## config.mk

```make
export PLATFORM = sky130hd
export DESIGN_NAME = tdm_slot_scheduler
export DESIGN_NICKNAME = d
export VERILOG_FILES = /design/src/rtl/tdm_slot_scheduler.sv
export SDC_FILE = /design/constraint.sdc
export NUM_CORES = 1
export LEC_CHECK = 0
export CORE_MARGIN = 1
export CORE_UTILIZATION = 39
export DETAILED_ROUTE_END_ITERATION = 10
export PLACE_DENSITY = 0.8
export SLEW_MARGIN = 20
export SYNTH_ARGS = -nofsm -noshare
export SYNTH_HDL_FRONTEND = slang
export SYNTH_SLANG_ARGS = --single-unit
```

## constraint.sdc

```tcl
create_clock -name clk -period 3.7 [get_ports clk]
set_input_delay 0.74 -clock clk [delete_from_list [all_inputs] [get_ports clk]]
set_output_delay 0.74 -clock clk [all_outputs]
set_load 0.05 [all_outputs]
```

## src/rtl/tdm_slot_scheduler.sv

```systemverilog
`default_nettype none
// ============================================================================
//  Module      : tdm_slot_scheduler
//  Description : Weighted round-robin scheduler that time-shares one output
//                datapath slot between NUM_INPUTS valid/ready lanes. Each
//                lane owns the slot for up to its burst quota of beats, and
//                every beat is tagged with its source lane.
//  Revision    : 1.0 - initial release
// ============================================================================
module tdm_slot_scheduler #(
   parameter int NUM_INPUTS   = 2,
   parameter int DATA_WIDTH   = 8,
   parameter int WEIGHT_WIDTH = 4,
   parameter int SRC_WIDTH    = (NUM_INPUTS > 1) ? $clog2(NUM_INPUTS) : 1
) (
   input  logic                               clk,
   input  logic                               rst,
   input  logic [NUM_INPUTS-1:0]              req_valid,
   input  logic [NUM_INPUTS*DATA_WIDTH-1:0]   req_data,
   output logic [NUM_INPUTS-1:0]              req_ready,
   input  logic [NUM_INPUTS*WEIGHT_WIDTH-1:0] weight,
   output logic                               out_valid,
   output logic [DATA_WIDTH-1:0]              out_data,
   output logic [SRC_WIDTH-1:0]               out_src,
   output logic                               out_last,
   input  logic                               out_ready
);

   // Reset owner is the last lane so the first search begins at lane 0.
   localparam logic [SRC_WIDTH-1:0]    C_LAST_LANE = SRC_WIDTH'(NUM_INPUTS - 1);
   localparam logic [WEIGHT_WIDTH-1:0] C_ONE       = WEIGHT_WIDTH'(1);
   localparam logic [WEIGHT_WIDTH-1:0] C_ZERO      = '0;

   // Slot ownership state
   logic [SRC_WIDTH-1:0]    r_cur;
   logic [WEIGHT_WIDTH-1:0] r_rem;

   // Output beat register
   logic                    r_out_valid;
   logic [DATA_WIDTH-1:0]   r_out_data;
   logic [SRC_WIDTH-1:0]    r_out_src;
   logic                    r_out_last;

   // Arbitration signals
   logic                    w_load;
   logic                    w_keep;
   logic                    w_any;
   logic                    w_xfer;
   logic [SRC_WIDTH-1:0]    w_sel;
   logic                    w_found;
   logic [WEIGHT_WIDTH-1:0] w_sel_weight;
   logic [WEIGHT_WIDTH-1:0] w_quota;
   logic [DATA_WIDTH-1:0]   w_sel_data;

   // The output register can take a new beat when empty or being drained.
   assign w_load = !r_out_valid || out_ready;

   // The current owner keeps the slot while it has quota left and is asking.
   assign w_keep = (r_rem != C_ZERO) && req_valid[r_cur];
   assign w_any  = w_keep || (|req_valid);

   // Lane select: owner if it keeps the slot, else first valid lane after cur (cur checked last).
   always_comb begin
      w_sel   = r_cur;
      w_found = 1'b0;
      if (w_keep) begin
         w_found = 1'b1;
      end else begin
         for (int k = 1; k <= NUM_INPUTS; k++) begin
            if (!w_found && req_valid[(int'(r_cur) + k) % NUM_INPUTS]) begin
               w_sel   = SRC_WIDTH'((int'(r_cur) + k) % NUM_INPUTS);
               w_found = 1'b1;
            end
         end
      end
   end

   // One-hot-or-zero accept, suppressed while reset is asserted.
   generate
      for (genvar i = 0; i < NUM_INPUTS; i++) begin : g_ready
         assign req_ready[i] = !rst && w_load && w_any && (w_sel == SRC_WIDTH'(i));
      end
   endgenerate

   assign w_xfer = |(req_valid & req_ready);

   // Quota of a new slot; a zero weight still grants one beat.
   assign w_sel_weight = weight[w_sel*WEIGHT_WIDTH +: WEIGHT_WIDTH];
   assign w_quota      = (w_sel_weight == C_ZERO) ? C_ONE : w_sel_weight;
   assign w_sel_data   = req_data[w_sel*DATA_WIDTH +: DATA_WIDTH];

   // Slot owner and remaining-beat counter: decrement on continue, reload on new slot.
   always_ff @(posedge clk) begin
      if (rst) begin
         r_cur <= C_LAST_LANE;
         r_rem <= C_ZERO;
      end else if (w_xfer) begin
         if (w_keep) begin
            r_rem <= r_rem - C_ONE;
         end else begin
            r_cur <= w_sel;
            r_rem <= w_quota - C_ONE;
         end
      end
   end

   // Output beat register: capture on transfer, empty on idle load, hold under backpressure.
   always_ff @(posedge clk) begin
      if (rst) begin
         r_out_valid <= 1'b0;
         r_out_data  <= '0;
         r_out_src   <= '0;
         r_out_last  <= 1'b0;
      end else if (w_xfer) begin
         r_out_valid <= 1'b1;
         r_out_data  <= w_sel_data;
         r_out_src   <= w_sel;
         r_out_last  <= w_keep ? (r_rem == C_ONE) : (w_quota == C_ONE);
      end else if (w_load) begin
         r_out_valid <= 1'b0;
      end
   end

   assign out_valid = r_out_valid;
   assign out_data  = r_out_data;
   assign out_src   = r_out_src;
   assign out_last  = r_out_last;

endmodule
`default_nettype wire

```

==> results.yml, run 1 <==
cts:
  cts_buffer_depth: 2
  cts.sinks: 16
  cts_buffers: 3
  cts_tree: "yes"
  clkLatencyLatePin_ns: 0.29
  cts-root-buf: "clkbuf_4"
  post_cts_resized: 0
  cts.clk_slew.worst_paths_ns: 0.10
  htreeDepth: 1
  cts_hold_buf: 0
  post_cts_buffers: 0
setup_path:
  ff2ff_path_depth: 11
  rr_endpoint: "r_rem[2]"
  reg2reg_slack_ns: 0.87
  cp_num_cells: 7
  cpMaxStageDelayCell: "clkdlybuf4s50_1"
  cp-endpoint: "req_ready[1]"
  critical-path-top-delay-family: "buffers and inverters"
  start_kind: "input pin"
  worst_path_largest_cell_delay_ns: 0.66
  cp.required_ns: 2.96
  crit_arrival_ns: 2.67
  reg2reg_from: "r_rem[0]"
  endpoint_kind: "output pin"
  path_cells: "clkdlybuf4s50_1 -> inv_1 -> o21ai_2 -> nand2_2 -> buf_4 -> and3_1 -> buf_12"
  worstPathMaxFanout: 9
  crit_path_start: "req_valid[0]"
  crit_buf_inv: 4
  critical_path_class: "input pin to output pin"
yosys:
  yosysWarnings: 0
  synth-async-reset-ratio_pct: 0
  synth-seq-cells: 16
  synth_area_sq_mm: 0.00112
  synth.most_common_cell: "a21oi_1"
  synth-edff-count: 0
  ys_seq_area_share_pct: 28.6
  synth_area_leaders: "dfxtp_1 29%, mux2i_1 8.9%, a21oi_1 7.6%"
  synthFlopType: "dfxtp_1"
  synthDistinctLibCells: 44
  synthCells: 135
  synth_top_area_share_pct: 28.6
  synth_fp_nets: 168
  postSynthAreaPerCell_sq_um: 8.29
  synth.largest_area_cell: "dfxtp_1"
  ys_top_cells_by_count: "17 x a21oi_1, 16 x dfxtp_1, 11 x o21ai_0, 10 x mux2i_1, 7 x nor2_1"
power_and_ir_drop:
  finalPower_mw: 0.753
  p_sw_share_pct: 41.2
  power_density_mw_per_mm2: 468
  p_seq_share_pct: 31.1
  irDropWorstVdd_mv: 0.296
  internal_power_mw: 0.442
  p_comb_share_pct: 53.2
  p_leak_nw: 0.654
  p_clk_share_pct: 15.8
  p_switching_mw: 0.310
flow_run:
  drv_cap: 0
finish:
  nNetsFinal: 209
  layout-drive-gt1-share_pct: 13.7
  diodes: 0
  stdcell_count: 206
  fin_util_pct: 58.9
  fin_area_sq_mm: 0.00161
  area_growth_pct: 43.7
  nFillCells: 247
place:
  gp_congestion: 0.844
  dp.cells: 202
  io_buffers: 41
  pre_cts_ws_ns: 0.274
  dp_hpwl_mm: 2.30
  placed_area_sq_mm: 0.00157
die:
  dieHeight_um: 55.6
  core_sq_mm: 0.00273
  dieArea_sq_mm: 0.00309
  die_w_um: 55.6
  start_util_pct: 41.0
  io_pins: 42
  num_rows: 19
routing:
  drtPass1Iterations: 4
  drcViolationCount: 0
  antenna_left: 0
  routed_via_density: 5.73
  drt-initial-drc-count: 53
  drt_wl_total_mm: 3.03
  wire_per_inst_um: 14.7
  vias: 1181
sta:
  final.setup.tns_ns: 0
  finalSetupViolations: 0
  relSlewSlack_pct: 65.0
  worst_pin_slew_ns: 0.524
  layout_worst_path_cycle_share_pct: 92.2
  period_minus_slack_ns: 3.41
  skew_ns: 0.00421
  fin_ws_ns: 0.288
  worst_hold_slack_ns: 0.471
  slew_viol_final: 0
  fmax_mhz: 293
  rsz0062_at_grt: "false"
  hold_violations: 0
grt:
  grt_pass1_wl_mm: 5.10
  grt_pass1_vias: 1187
  antenna_found_initial: 0
  grt_start_max_net_pins: 24
  overflow: 0
  track_usage_pct: 20.4
outcome:
  run_status: "completed"
worst_hold_path:
  hold_class: "register to register"
[cells in the final DEF, fill, tap and decap left out, types with 3 or more instances in the layout]
| master | netlist | layout |
|---|---|---|
| clkdlybuf4s50_1 | 0 | 39 |
| a21oi_1 | 17 | 17 |
| dfxtp_1 | 16 | 16 |
| o21ai_0 | 11 | 11 |
| mux2i_1 | 10 | 10 |
| nor2_1 | 7 | 7 |
| nand2_1 | 6 | 6 |
| inv_1 | 5 | 5 |
| nor3_1 | 5 | 5 |
| ha_1 | 4 | 4 |
| buf_4 | 3 | 4 |
| nand2b_1 | 3 | 3 |
| a31oi_1 | 3 | 3 |
| a211oi_1 | 3 | 3 |
| clkbuf_4 | 0 | 3 |
[layer usage]
layer	part of all wire (%)	up-vias	GRT usage, %
met5	0	-	0
met4	1.5	0	7.86
met3	7.2	8	6.28
met2	49	43	35.6
met1	43	549	23.1
li1	-	581	-
[power groups by stage]
stage	sequential (mW)	clock (mW)	combinational, mW
3_5_place_dp	0.236	0	0.396
3_3_place_gp	0.234	0	0.387
6_report	0.234	0.119	0.400
4_1_cts	0.233	0.121	0.399
5_1_grt	0.238	0.128	0.431
2_1_floorplan	0.274	0	0.240
[how the worst min path moves through the flow]
stage | to | from | slack [ns] | cells past startpoint
4_1_cts | out_src | out_src | 0.47 | 2
5_1_grt | out_src | out_src | 0.50 | 2
3_3_place_gp | out_src | out_src | 0.45 | 2
2_1_floorplan | r_rem[1] | r_rem[1] | 0.48 | 2
3_5_place_dp | out_src | out_src | 0.46 | 2
6_report | out_src | out_src | 0.47 | 2
[cells by family (layout without fill, tap and decap cells)]
group	count (synthesis)	after routing	synth area share (%)
AO/OA/AOI/OAI	50	50	27.9
XOR/XNOR	1	1	0.782
adder cells (fa/ha/maj)	4	4	4.47
buffers and inverters	15	55	6.14
flip-flops	16	16	28.6
multiplexers	12	12	11.6
AND/OR/NAND/NOR	37	37	20.4
[sequential cells by signal, summed over array words and instances (netlist names)]
register   flops
out_last       1
out_src        1
r_rem          4
r_cur          1
out_data       8
out_valid      1
[layout make-up]
cell class	count	area (sq um)	share of cell area, %
Clock buffer	4	36.3	2.26
Sequential cell	16	320	19.9
Inverter	6	22.5	1.40
Multi-Input combinational cell	104	731	45.4
Tap cell	31	38.8	2.41
Timing Repair Buffer	45	460	28.6
[worst min-delay path, stage by stage (launching register included)]
cell	delay, ns
dfxtp_1	0.33
nand2_1	0.05
a21oi_1	0.05
Power figures use the tool's default switching activity.
==> inputs of run 2 (changes only) <==
CTS_CLUSTER_SIZE = 12   (was unset)
==> results of run 2 <==
Same layout as run 1: the final DEF is identical, and so are final timing and power.
==> inputs of run 3 (changes only) <==
GPL_ROUTABILITY_DRIVEN = 0   (was unset)
==> run 3 against run 2 <==
  * Fmax rose by 4.9%
  * Routed wire length fell by 6.3%
  * Hold slack improved by 0.019 ns
  * Critical path depth fell by 1
  * Final cell count fell by 0.49%
  * Setup slack improved by 0.16 ns
  * Utilization fell by 0.50 points
  * Clock skew fell by 0.0032 ns
  * Sequential share of layout area rose by 0.17 points
  * Non-clock buffer count did not move
  * Clock power fell by 23%
  * Largest cell class unchanged
  * Highest routed layer unchanged
==> results.yml, run 3 (synthesis gave the netlist of run 1 again) <==
setup_path:
  crit_path_start: "req_valid[0]"
  critical_path_class: "input pin to output pin"
  ff2ff_path_depth: 11
  start_kind: "input pin"
  reg2reg_from: "r_rem[0]"
  worstPathMaxFanout: 9
  reg2reg_slack_ns: 0.90
  crit_arrival_ns: 2.51
  endpoint_kind: "output pin"
  cp.required_ns: 2.96
  rr_endpoint: "r_rem[2]"
power_and_ir_drop:
  p_clk_share_pct: 12.7
  irDropWorstVdd_mv: 0.310
  p_sw_share_pct: 41.7
  internal_power_mw: 0.422
  power_density_mw_per_mm2: 454
  p_seq_share_pct: 32.0
  p_leak_nw: 0.646
  finalPower_mw: 0.724
  p_comb_share_pct: 55.3
  p_switching_mw: 0.302
sta:
  relSlewSlack_pct: 65.3
  fmax_mhz: 308
  period_minus_slack_ns: 3.25
  hold_violations: 0
  layout_worst_path_cycle_share_pct: 87.9
  slew_viol_final: 0
  final.setup.tns_ns: 0
  finalSetupViolations: 0
  worst_pin_slew_ns: 0.518
  worst_hold_slack_ns: 0.490
  rsz0062_at_grt: "false"
  skew_ns: 0.000998
  fin_ws_ns: 0.449
place:
  pre_cts_ws_ns: 0.293
  io_buffers: 41
  dp_hpwl_mm: 2.20
routing:
  drcViolationCount: 0
  wire_per_inst_um: 13.9
  antenna_left: 0
  routed_via_density: 5.70
  drt_wl_total_mm: 2.84
  drt-initial-drc-count: 31
  vias: 1169
  drtPass1Iterations: 4
cts:
  cts_buffer_depth: 2
  cts_buffers: 3
  post_cts_buffers: 0
  cts_tree: "yes"
  cts_hold_buf: 0
  clkLatencyLatePin_ns: 0.28
  post_cts_resized: 0
  cts.sinks: 16
  cts.clk_slew.worst_paths_ns: 0.09
  htreeDepth: 1
  cts-root-buf: "clkbuf_4"
die:
  dieHeight_um: 55.6
  core_sq_mm: 0.00273
  start_util_pct: 41.0
  io_pins: 42
  dieArea_sq_mm: 0.00309
  die_w_um: 55.6
  num_rows: 19
worst_hold_path:
  hold_class: "register to register"
  worstHoldPathCells: 2
  worstHoldStart: "out_src"
  worstHoldEndpoint: "out_src"
finish:
  layout-drive-gt1-share_pct: 13.2
  nFillCells: 251
  layout_common_cells: "39 x clkdlybuf4s50_1, 17 x a21oi_1, 16 x dfxtp_1, 11 x o21ai_0, 10 x mux2i_1"
  largest_reg_flops: 8
  nNetsFinal: 209
  diodes: 0
  area_growth_pct: 42.5
  layout_commonest_cell: "clkdlybuf4s50_1"
outcome:
  run_status: "completed"
grt:
  antenna_found_initial: 0
  grt_pass1_vias: 1152
  grt_pass1_wl_mm: 4.79
  overflow: 0
  track_usage_pct: 19.6
  grt_start_max_net_pins: 24
flow_run:
  drv_cap: 0
run 3: cell types whose count changed in the layout (fill, tap and decap cells not counted), sizes merged:
cell,previous run,this run
clkbuf,4,3
run 3: power by group through the flow:
stage | sequential (mW) | combinational, mW | clock [mW]
finish | 0.232 | 0.400 | 0.0919
global route | 0.237 | 0.433 | 0.100
CTS | 0.231 | 0.400 | 0.0931
detailed placement | 0.235 | 0.396 | 0
global placement | 0.234 | 0.387 | 0
floorplan | 0.274 | 0.240 | 0
run 3: area by class of cell:
cell class,instances,area (sq um),area share (%)
multi-input cells,104,731,45.8
well taps,31,38.8,2.43
repair buffers,45,460,28.9
flip-flops and latches,16,320,20.1
clock buffers,3,22.5,1.41
inverters,6,22.5,1.41
run 3: critical path, cell delays in order:
cell	delay, ns
clkdlybuf4s50_1	0.65
inv_1	0.16
o21ai_2	0.27
nand2_2	0.17
nor3_1	0.34
buf_12	0.18
run 3: metrics by stage:
stage | std cells | utilization [%] | instance area [sq um]
4_1_cts | 205 | 58.4 | 1600
2_1_floorplan | 135 | - | 1120
5_1_grt | 205 | 58.4 | 1600
3_3_place_gp | 202 | 57.5 | 1570
3_5_place_dp | 202 | 57.5 | 1570
6_report | 205 | 58.4 | 1600
run 3: worst max-delay path by stage:
stage                   end  slack, ns
6_report       req_ready[0]       0.45
5_1_grt        req_ready[0]       0.27
4_1_cts        req_ready[0]       0.42
3_5_place_dp       r_rem[2]       0.29
3_3_place_gp       r_rem[2]       0.37
2_1_floorplan  req_ready[0]       0.34
run 3: layer usage:
metal	global-route usage [%]	wire length [um]
met2	32.7	1320
met5	0	0
met3	6.74	241
met1	22.2	1200
met4	9.64	87
